`src/rtl/command_executor_pkg.sv`:
```
// Shared console types: parser command codes, parameter bundle, executor state.
// Also provides the CONSOLE_LINES / CONSOLE_COLUMNS screen geometry macros.
`ifndef CONSOLE_LINES
`define CONSOLE_LINES 24
`endif
`ifndef CONSOLE_COLUMNS
`define CONSOLE_COLUMNS 80
`endif

package command_executor_pkg;

    typedef enum logic [3:0] {
        CMD_NONE, INPUT, IND, NEL, RI, CUU, CUD, CUF, CUB, CUP,
        DECSC, DECRC, ED, EL, SGR
    } CommandsType;

    typedef struct packed {
        logic [7:0] Pn1;
        logic [7:0] Pn2;
        logic [7:0] Pns;
        logic [7:0] Pchar;
    } Param_t;

    typedef enum logic {IDLE, CLEAR} ExecState_t;

    localparam logic [7:0] BLANK = 8'h20;

    // Modular add for operands already below m; avoids a divider.
    function automatic int unsigned wrap_add(int unsigned a, int unsigned b, int unsigned m);
        return (a + b >= m) ? a + b - m : a + b;
    endfunction

endpackage

```
`src/rtl/command_executor_row_clearer.sv`:
```
// Blanks one physical text row: COLS consecutive writes, columns ascending.
module row_clearer
    import command_executor_pkg::*;
#(
    parameter int COLS = 80,
    parameter int ROWS = 24,
    localparam int XW = $clog2(COLS),
    localparam int YW = $clog2(ROWS),
    localparam int AW = $clog2(COLS*ROWS)
) (
    input  logic          clk,
    input  logic          rst,
    input  logic          start,
    input  logic [YW-1:0] physRow,
    output logic          we,
    output logic [AW-1:0] addr,
    output logic          done
);

    logic [XW-1:0] col;
    logic          active;

    assign we   = active;
    assign done = active && (col == XW'(COLS-1));

    always_ff @(posedge clk) begin
        if (rst) begin
            active <= 1'b0;
            col    <= '0;
            addr   <= '0;
        end else if (start) begin
            active <= 1'b1;
            col    <= '0;
            addr   <= AW'(physRow) * AW'(COLS);
        end else if (active) begin
            if (done) begin
                active <= 1'b0;
            end else begin
                col  <= col + XW'(1);
                addr <= addr + AW'(1);
            end
        end
    end

endmodule

```
`src/rtl/command_executor.sv`:
```
// Executes parser commands: cursor motion, character writes and circular scrolling.
// Define AUTOWRAP_EN to wrap to the next line after writing the last column.
`ifndef CONSOLE_LINES
`define CONSOLE_LINES 24
`endif
`ifndef CONSOLE_COLUMNS
`define CONSOLE_COLUMNS 80
`endif

module command_executor
    import command_executor_pkg::*;
#(
    parameter int COLS = `CONSOLE_COLUMNS,
    parameter int ROWS = `CONSOLE_LINES,
    localparam int XW = $clog2(COLS),
    localparam int YW = $clog2(ROWS),
    localparam int AW = $clog2(COLS*ROWS)
) (
    input  logic          clk,
    input  logic          rst,
    input  logic          commandReady,
    input  CommandsType   commandType,
    input  Param_t        param,
    output logic [XW-1:0] cursorX,
    output logic [YW-1:0] cursorY,
    output logic [YW-1:0] topLine,
    output logic          ramWe,
    output logic [AW-1:0] ramAddr,
    output logic [7:0]    ramData,
    output logic          busy,
    output logic          overflow
);

    localparam logic [XW-1:0] XMAX = XW'(COLS-1);
    localparam logic [YW-1:0] YMAX = YW'(ROWS-1);

    ExecState_t    state;
    logic [XW-1:0] sx;
    logic [YW-1:0] sy;
    logic          pendValid;
    CommandsType   pendCmd;
    Param_t        pendPar;
    logic          chWe;
    logic [AW-1:0] chAddr;
    logic [7:0]    chData;
    logic          deferPend;
    logic [YW-1:0] deferRow;

    logic          exec, wr, lf, rev, scroll, defer;
    CommandsType   ec;
    Param_t        ep;
    logic [XW-1:0] nx, nsx;
    logic [YW-1:0] ny, nsy, ntop, clrRow, physY;
    logic [8:0]    step, sum;
    logic [AW-1:0] wrAddr;

    logic          clrStart, clrWe, clrDone;
    logic [YW-1:0] clrStartRow;
    logic [AW-1:0] clrAddr;
    logic          unused_pns;

    assign unused_pns = ^ep.Pns;

    always_comb begin
        exec   = (state == IDLE) && (pendValid || commandReady);
        ec     = pendValid ? pendCmd : commandType;
        ep     = pendValid ? pendPar : param;
        nx     = cursorX;
        ny     = cursorY;
        nsx    = sx;
        nsy    = sy;
        ntop   = topLine;
        wr     = 1'b0;
        lf     = 1'b0;
        rev    = 1'b0;
        defer  = 1'b0;
        scroll = 1'b0;
        clrRow = topLine;
        sum    = '0;
        step   = (ep.Pn1 == 8'd0) ? 9'd1 : {1'b0, ep.Pn1};
        case (ec)
            INPUT: begin
                if (ep.Pchar >= 8'h20 && ep.Pchar <= 8'h7E) begin
                    wr = 1'b1;
                    if (cursorX != XMAX) nx = cursorX + XW'(1);
`ifdef AUTOWRAP_EN
                    else begin
                        // char write goes first, the clear starts one cycle later
                        nx    = '0;
                        lf    = 1'b1;
                        defer = 1'b1;
                    end
`endif
                end else begin
                    case (ep.Pchar)
                        8'h0D:               nx = '0;
                        8'h0A, 8'h0B, 8'h0C: lf = 1'b1;
                        8'h08:               if (cursorX != '0) nx = cursorX - XW'(1);
                        default: ;
                    endcase
                end
            end
            IND: lf = 1'b1;
            NEL: begin
                nx = '0;
                lf = 1'b1;
            end
            RI:  rev = 1'b1;
            CUU: ny = (step > 9'(cursorY)) ? '0 : YW'(9'(cursorY) - step);
            CUD: begin
                sum = 9'(cursorY) + step;
                ny  = (sum > 9'(ROWS-1)) ? YMAX : YW'(sum);
            end
            CUF: begin
                sum = 9'(cursorX) + step;
                nx  = (sum > 9'(COLS-1)) ? XMAX : XW'(sum);
            end
            CUB: nx = (step > 9'(cursorX)) ? '0 : XW'(9'(cursorX) - step);
            CUP: begin
                ny = (ep.Pn1 == 8'd0) ? '0 :
                     ({1'b0, ep.Pn1} > 9'(ROWS)) ? YMAX : YW'(ep.Pn1 - 8'd1);
                nx = (ep.Pn2 == 8'd0) ? '0 :
                     ({1'b0, ep.Pn2} > 9'(COLS)) ? XMAX : XW'(ep.Pn2 - 8'd1);
            end
            DECSC: begin
                nsx = cursorX;
                nsy = cursorY;
            end
            DECRC: begin
                nx = sx;
                ny = sy;
            end
            default: ;
        endcase

        if (lf) begin
            if (cursorY != YMAX) ny = cursorY + YW'(1);
            else begin
                scroll = 1'b1;
                clrRow = topLine;
                ntop   = YW'(wrap_add(32'(topLine), 32'd1, ROWS));
            end
        end
        if (rev) begin
            if (cursorY != '0) ny = cursorY - YW'(1);
            else begin
                scroll = 1'b1;
                ntop   = YW'(wrap_add(32'(topLine), ROWS - 1, ROWS));
                clrRow = ntop;
            end
        end

        physY  = YW'(wrap_add(32'(topLine), 32'(cursorY), ROWS));
        wrAddr = AW'(physY) * AW'(COLS) + AW'(cursorX);
    end

    assign clrStart    = (exec && scroll && !defer) || deferPend;
    assign clrStartRow = deferPend ? deferRow : clrRow;

    row_clearer #(.COLS(COLS), .ROWS(ROWS)) u_clr (
        .clk     (clk),
        .rst     (rst),
        .start   (clrStart),
        .physRow (clrStartRow),
        .we      (clrWe),
        .addr    (clrAddr),
        .done    (clrDone)
    );

    assign busy    = (state == CLEAR);
    assign ramWe   = chWe | clrWe;
    assign ramAddr = chWe ? chAddr : clrAddr;
    assign ramData = chWe ? chData : (clrWe ? BLANK : 8'h00);

    always_ff @(posedge clk) begin
        if (rst) begin
            state     <= IDLE;
            cursorX   <= '0;
            cursorY   <= '0;
            topLine   <= '0;
            sx        <= '0;
            sy        <= '0;
            pendValid <= 1'b0;
            pendCmd   <= CMD_NONE;
            pendPar   <= '0;
            overflow  <= 1'b0;
            chWe      <= 1'b0;
            chAddr    <= '0;
            chData    <= '0;
            deferPend <= 1'b0;
            deferRow  <= '0;
        end else begin
            chWe      <= exec && wr;
            chAddr    <= wrAddr;
            chData    <= ep.Pchar;
            deferPend <= exec && scroll && defer;
            deferRow  <= clrRow;

            if (exec) begin
                cursorX <= nx;
                cursorY <= ny;
                topLine <= ntop;
                sx      <= nsx;
                sy      <= nsy;
            end

            // the slot drains in IDLE; an arrival in that same cycle refills it
            if (state == IDLE) begin
                if (pendValid) begin
                    pendValid <= commandReady;
                    if (commandReady) begin
                        pendCmd <= commandType;
                        pendPar <= param;
                    end
                end
            end else if (commandReady) begin
                if (!pendValid) begin
                    pendValid <= 1'b1;
                    pendCmd   <= commandType;
                    pendPar   <= param;
                end else begin
                    overflow <= 1'b1;
                end
            end

            case (state)
                IDLE:    if (exec && scroll) state <= CLEAR;
                CLEAR:   if (clrDone) state <= IDLE;
                default: state <= IDLE;
            endcase
        end
    end

endmodule

```
`config.mk`:
```
export PLATFORM = sky130hd
export DESIGN_NAME = command_executor
export DESIGN_NICKNAME = d
export VERILOG_FILES = /design/src/rtl/command_executor_pkg.sv /design/src/rtl/command_executor_row_clearer.sv /design/src/rtl/command_executor.sv
export SDC_FILE = /design/constraint.sdc
export NUM_CORES = 1
export LEC_CHECK = 0
export CAP_MARGIN = 20
export CORE_ASPECT_RATIO = 0.5
export CORE_MARGIN = 4
export CORE_UTILIZATION = 53
export CTS_BUF_LIST = sky130_fd_sc_hd__clkbuf_16
export DETAILED_ROUTE_END_ITERATION = 8
export PLACE_DENSITY = 0.85
export SLEW_MARGIN = 15
export SYNTH_ARGS = -nofsm -noshare
export SYNTH_HDL_FRONTEND = slang
export SYNTH_SLANG_ARGS = --single-unit
```
`constraint.sdc`:
```
create_clock -name clk -period 3.6 [get_ports clk]
set_input_delay 0.54 -clock clk [delete_from_list [all_inputs] [get_ports clk]]
set_output_delay 0.54 -clock clk [all_outputs]
set_load 0.005 [all_outputs]
```
==> results_dict.tcl <==
set metrics [dict create \
    status "finished with violations" \
    failed_checks "negative setup slack" \
    r2r_end "chAddr[10]" \
    syn_area_um2 8120 \
    grt_usage 0.269 \
    wl_per_cell_um 18.1 \
    end_kind "register" \
    drc 0 \
    hold_slack_ps 468 \
    hold-path-cell-count 3 \
    gp_congestion 0.961 \
    cts-htree-levels 3 \
    fin_nets 1255 \
    cts_sinks 99 \
    r2r_cells 18 \
    max-vdd-ir-drop_mv 0.251 \
    finalPower_mw 2.95 \
    fp.dieArea_um2 17500 \
    via_per_inst 6.17 \
    drt_iter0_drc 1006 \
    dp_hpwl_um 17500 \
    final_common_cell "nand2_1" \
    final_cell_mix "nand2_1 (112), buf_4 (107), nor2_1 (100)" \
    grt_remaining_overflow 0 \
    tns_ps -155 \
    synthTopCellsByArea "dfxtp_1 (24%), ha_1 (11%), nand2_1 (5.2%)" \
    grt_pass1_wl_um 38200 \
    slew-limit-headroom 0.299 \
    ys_warn_count 0 \
    core_um2 14700 \
    worstSetupPathType "register to register" \
    ant_nets 0 \
    drv_slew 0 \
    grt_start_max_net_pins 86 \
    synthCells 997 \
    fmax_mhz 266 \
    avgSynthCellArea_um2 8.15 \
    cts_buffer_depth 2 \
    die_w_um 183 \
    ys_types 91 \
    drt-total-wl_um 24200 \
    antenna_cells 0 \
    yosysTopAreaCell "dfxtp_1" \
    arrival_ps 3970 \
    layout_setup_ws_ps -155 \
    async_reset_ff_frac 0 \
    finalSetupViolCount 1 \
    cts_buffers 9 \
    fillCellCount 1078 \
    fin_crit_ps 3750 \
    cp-startpoint "cursorY[0]" \
    numPortBuffers 69 \
    ios 78 \
    r2r_slack_ps -150 \
    placementRows 31 \
    drive_gt1_frac 0.195 \
    crit_required_ps 3810 \
    dr.pass1.iters 6 \
    timing.final.crit_share 1.04 \
    area_delta_synth_final_pct 24.9 \
    multi_input_area_um2 5900 \
    synth-edff-count 0 \
    synth_top_area_frac 0.244 \
    cts-root-buf "clkbuf_16" \
    hold_viol 0 \
    drv_cap 0 \
    worst_pin_slew_ps 1050 \
    holdPathEnd "pendPar[24]" \
    regArea_um2 1990 \
    yosysSeqAreaShare 0.244 \
    placed_area_um2 9660 \
    synth_nets 1116 \
    clk_latency_ps 360 \
    rsz0062_at_grt "yes" \
    power.density_nw_per_um2 291 \
    antenna_found_initial 0 \
    initial_core_util 0.551 \
    cp-start-kind "register" \
    path_clk_slew_ps 80 \
    cts_tree "done" \
    vias 8259 \
    final_area_um2 10100 \
    min_from "param[24]" \
    synth-main-ff-cell "dfxtp_1" \
    dieHeight_um 95.5 \
    crit_path_max_fanout 4 \
    worst_clock_skew_ps 8.42 \
    synth_seq_cells 99 \
    r2r_start "cursorY[0]" \
    grt_pass1_vias 7899 \
    p_leak_nw 3.99 \
    min_path_type "input port to register" \
]
flip-flops by register name, indices dropped and copies added, names as in the netlist:
register    count
busy            1
chAddr         11
chData          8
chWe            1
cursorX         7
cursorY         5
overflow        1
pendCmd         4
pendPar        24
pendValid       1
sx              7
sy              5
topLine         5
u_clr.addr     11
u_clr.col       7
u_clr.we        1
metrics by stage:
step,util,cells,worst slack (ps)
2_1_floorplan,-,997,-59.9
3_3_place_gp,0.655,1316,-346
5_1_grt,0.688,1339,-382
3_5_place_dp,0.655,1316,-558
6_report,0.688,1339,-155
4_1_cts,0.679,1334,-261
worst max-delay path by stage:
stage,endpoint,cells after the start
after floorplan,chAddr[10],18
after global placement,cursorX[0],16
after detailed placement,cursorX[0],16
after CTS,chAddr[10],18
after global routing,chAddr[10],18
final,chAddr[10],18
power by group:
group	internal (mW)	switching, mW
Combinational	0.359	0.443
Sequential	1.12	0.0260
Clock	0.497	0.501
Total	1.98	0.970
cells by family after synthesis:
logic type               after synthesis  share of synthesized area
AND/OR/NAND/NOR                      364                      0.222
AO/OA/AOI/OAI                        244                      0.207
flip-flops                            99                      0.244
buffers and inverters                 97                     0.0574
adder cells (fa/ha/maj)               80                      0.131
XOR/XNOR                              58                     0.0625
multiplexers                          55                     0.0765
worst max-delay path, cell delays in order, from the launching register on:
cell and delay, ps:
dfxtp_4 360, ha_4 160, fa_2 340, a21oi_2 120
nor2_1 50, nor2_1 120, xnor2_1 180, a2111oi_2 60
a311o_1 300, ha_1 300, ha_2 200, inv_2 50
fa_2 450, nor2b_2 150, a31oi_1 100, a31o_2 230
a221oi_2 240, xor2_1 160, nor2_1 50
cell type report:
cell class | count | share of cell area
multi-input combinational | 801 | 0.582
sequential | 99 | 0.196
tap | 198 | 0.0244
clock inverter | 7 | 0.00740
inverter | 48 | 0.0183
timing repair buffer | 177 | 0.149
clock buffer | 9 | 0.0222
Yosys cell counts, types with 6 or more instances:
master / count
o21ai_0: 26
ha_1: 72
nand2_1: 112
clkbuf_1: 27
xnor2_1: 33
nand4_1: 13
nor3_1: 21
xor2_1: 25
mux2_2: 17
mux2i_1: 32
buf_4: 10
nand2b_1: 7
nand3_1: 25
a211oi_1: 14
a221oi_1: 9
and2_1: 14
nor3_2: 6
nor3b_1: 9
nor2_1: 100
o31ai_1: 9
buf_2: 6
dfxtp_1: 99
inv_1: 44
a21o_1: 13
a31oi_1: 11
nor2b_1: 17
o211ai_1: 8
fa_1: 8
a21oi_1: 80
layer usage:
metal | vias to the layer above | track usage | wire length (um)
li1 | 3828 | - | -
met2 | 456 | 0.467 | 11400
met3 | 103 | 0.0640 | 2310
met4 | 0 | 0.115 | 885
met1 | 3872 | 0.322 | 9610
met5 | - | 0 | 0
timing repair:
| item | CTS | global route |
|---|---|---|
| gates resized for setup | 7 | 21 |
| pin swaps | 5 | 15 |
| hold buffers | 0 | 0 |
| endpoints found under the setup margin | 9 | 16 |
| buffers inserted | 2 | 5 |
No activity file was read; power rests on OpenSTA's default activity.
==> patch (same flow settings) <==
Reset style: asynchronous (`rst`), changed in 2 clocked blocks.
--- a/src/rtl/command_executor_row_clearer.sv
+++ b/src/rtl/command_executor_row_clearer.sv
@@ -25,3 +25,3 @@
 
-    always_ff @(posedge clk) begin
+    always_ff @(posedge clk or posedge rst) begin
         if (rst) begin
--- a/src/rtl/command_executor.sv
+++ b/src/rtl/command_executor.sv
@@ -174,3 +174,3 @@
 
-    always_ff @(posedge clk) begin
+    always_ff @(posedge clk or posedge rst) begin
         if (rst) begin
Check against the original RTL: differs if rst is asserted again (counterexample within 4 cycles, from zero or initial values and one cycle with rst high); with rst held inactive, the same outputs for 4 cycles.
==> patch against the original RTL <==
  * The flow finishes with violations (design-rule violations, negative setup slack)
  * Clock skew grew 0.0035 ns
  * Final area grew 3.9%
  * Via count shrank 5.2%
  * Count of clock-buffer cells in the layout is the same
  * Non-clock buffer count shrank 3
  * Core utilization shrank 0.29 points
  * Worst setup slack lost 0.0039 ns
  * Die area grew 2.2%
  * Area after synthesis grew 2.4%
  * Sequential cell count is the same
  * Wire length is essentially flat
  * Highest routed layer unchanged
Power is left out: it rests on default switching activity, and per cell area and clock period it moved more than threefold.
==> patch: results (changes against the original RTL) <==
Status:
- Violated checks: design-rule violations, negative setup slack (was negative setup slack).
- Result of the run: finished, violations left (unchanged).

STA:
- The final setup slack of the worst path is -0.158 ns (was -0.155 ns).
- The clock skew is 0.0119 ns (was 0.00842 ns).
- The worst slew slack as a fraction of its limit is 0.488 (was 0.299).
- The final-report setup violation count came to 5 (was 1).

Critical path:
- The cell depth of the worst flop-to-flop path is 12 (was 18).
- The critical path arrival is 3.98 ns (was 3.97 ns).
- The destination of the worst register-to-register timing path is chAddr[10] (unchanged).
- The library cell contributing the largest single delay on the critical path was sky130_fd_sc_hd__mux2i_1 (was sky130_fd_sc_hd__fa_2).
- The reg-to-reg critical path startpoint is cursorY[0] (unchanged).
- The delay contributed by the slowest stage of the critical path is 0.49 ns (was 0.45 ns).
- The critical-path maximum fanout is 3 (was 4).

Global routing:
- The pin count of the biggest net entering global routing is 58 (was 86).
- The via count of the first global-routing pass was 7538 (was 7899).
- The total track usage came to 0.262 (was 0.269).
- The global-route wire length before repair is 37500 um (was 38200 um).

Placed design:
- The post-detailed-placement half-perimeter wirelength is 17400 um (was 17500 um).
- The weighted congestion at the end of routability-driven global placement was 0.972 (was 0.961).

Yosys:
- The async set-reset flop share out of synthesis is 1.00 (was 0).
- The most area-hungry cell type in the Yosys netlist is sky130_fd_sc_hd__dfrtp_1 (was sky130_fd_sc_hd__dfxtp_1).
- The number of nets in the synthesized netlist is 1008 (was 1116).
- The sequential element share of the synthesized area is 0.298 (was 0.244).
- Cell types with the highest counts after synthesis: 99 x sky130_fd_sc_hd__dfrtp_1, 72 x sky130_fd_sc_hd__ha_1, 66 x sky130_fd_sc_hd__nor2_1, 61 x sky130_fd_sc_hd__mux2_2, 55 x sky130_fd_sc_hd__a21oi_1 (was 112 x sky130_fd_sc_hd__nand2_1, 100 x sky130_fd_sc_hd__nor2_1, 99 x sky130_fd_sc_hd__dfxtp_1, 80 x sky130_fd_sc_hd__a21oi_1, 72 x sky130_fd_sc_hd__ha_1).
- The count of cell types in the netlist came to 92 (was 91).

Min path:
- The type of the tightest min-delay check is flip-flop to flip-flop (was primary input to flip-flop).

Route:
- The overall routed net length is 24200 um (about the same).
- The number of violations reported at the end of detailed-routing iteration 0 is 813 (was 1006).
- The ratio of routed vias to standard cells is 6.32 (was 6.17).
- The first-pass iteration count of the detailed router was 8 (was 6).
- The DRC violation count after routing is 1 (was 0).

Cells and area:
- The total number of nets in the final design came to 1149 (was 1255).
- The share of post-route cells with drive strength above 1 is 0.262 (was 0.195).
## patch: how the worst min path moves through the flow
stage / endpoint / start / slack [ns]
floorplan: chAddr[3] / cursorX[3] / 0.42
global placement: overflow / overflow / 0.45
detailed placement: overflow / overflow / 0.48
CTS: overflow / overflow / 0.49
global route: overflow / overflow / 0.50
finish: overflow / overflow / 0.48
## patch: stage by stage
step	setup TNS (ns)	cell area, sq um	util	hold WS [ns]	instances
finish	-0.336	10500	0.685	0.484	1239
global route	-1.36	10500	0.685	0.495	1239
CTS	-0.0278	10300	0.668	0.491	1231
detailed placement	-4.26	9870	0.642	0.475	1210
global placement	-2.86	9870	0.642	0.449	1210
floorplan	-1.49	8470	-	0.423	889
## patch: layout make-up
type | count | area [sq um] | area share
well taps | 204 | 255 | 0.0242
flip-flops and latches | 99 | 2480 | 0.235
multi-input cells | 701 | 5800 | 0.550
clock buffers | 9 | 225 | 0.0214
inverters | 45 | 174 | 0.0165
clock inverters | 7 | 92.6 | 0.00879
repair buffers | 174 | 1510 | 0.144
## patch: logic make-up (layout without fill, tap and decap cells)
kind of cell | Yosys count | count (layout) | synth area share
AND/OR/NAND/NOR | 265 | 265 | 0.167
AO/OA/AOI/OAI | 207 | 207 | 0.173
flip-flops | 99 | 99 | 0.298
buffers and inverters | 89 | 235 | 0.0522
multiplexers | 85 | 85 | 0.115
adder cells (fa/ha/maj) | 81 | 81 | 0.129
XOR/XNOR | 63 | 63 | 0.0663
## patch: metal layers
layer,GRT usage,up-vias,wire length [um]
li1,-,3507,-
met1,0.336,3804,9700
met2,0.446,416,11500
met3,0.0411,99,1950
met4,0.118,0,1070
met5,0,-,0
## patch: what timing repair did
item	4_1_cts	5_1_grt
pin swaps	8	18
buffers inserted	5	8
setup endpoints to repair	6	17
gates cloned	0	0
hold buffers	0	0
resized for setup	13	36
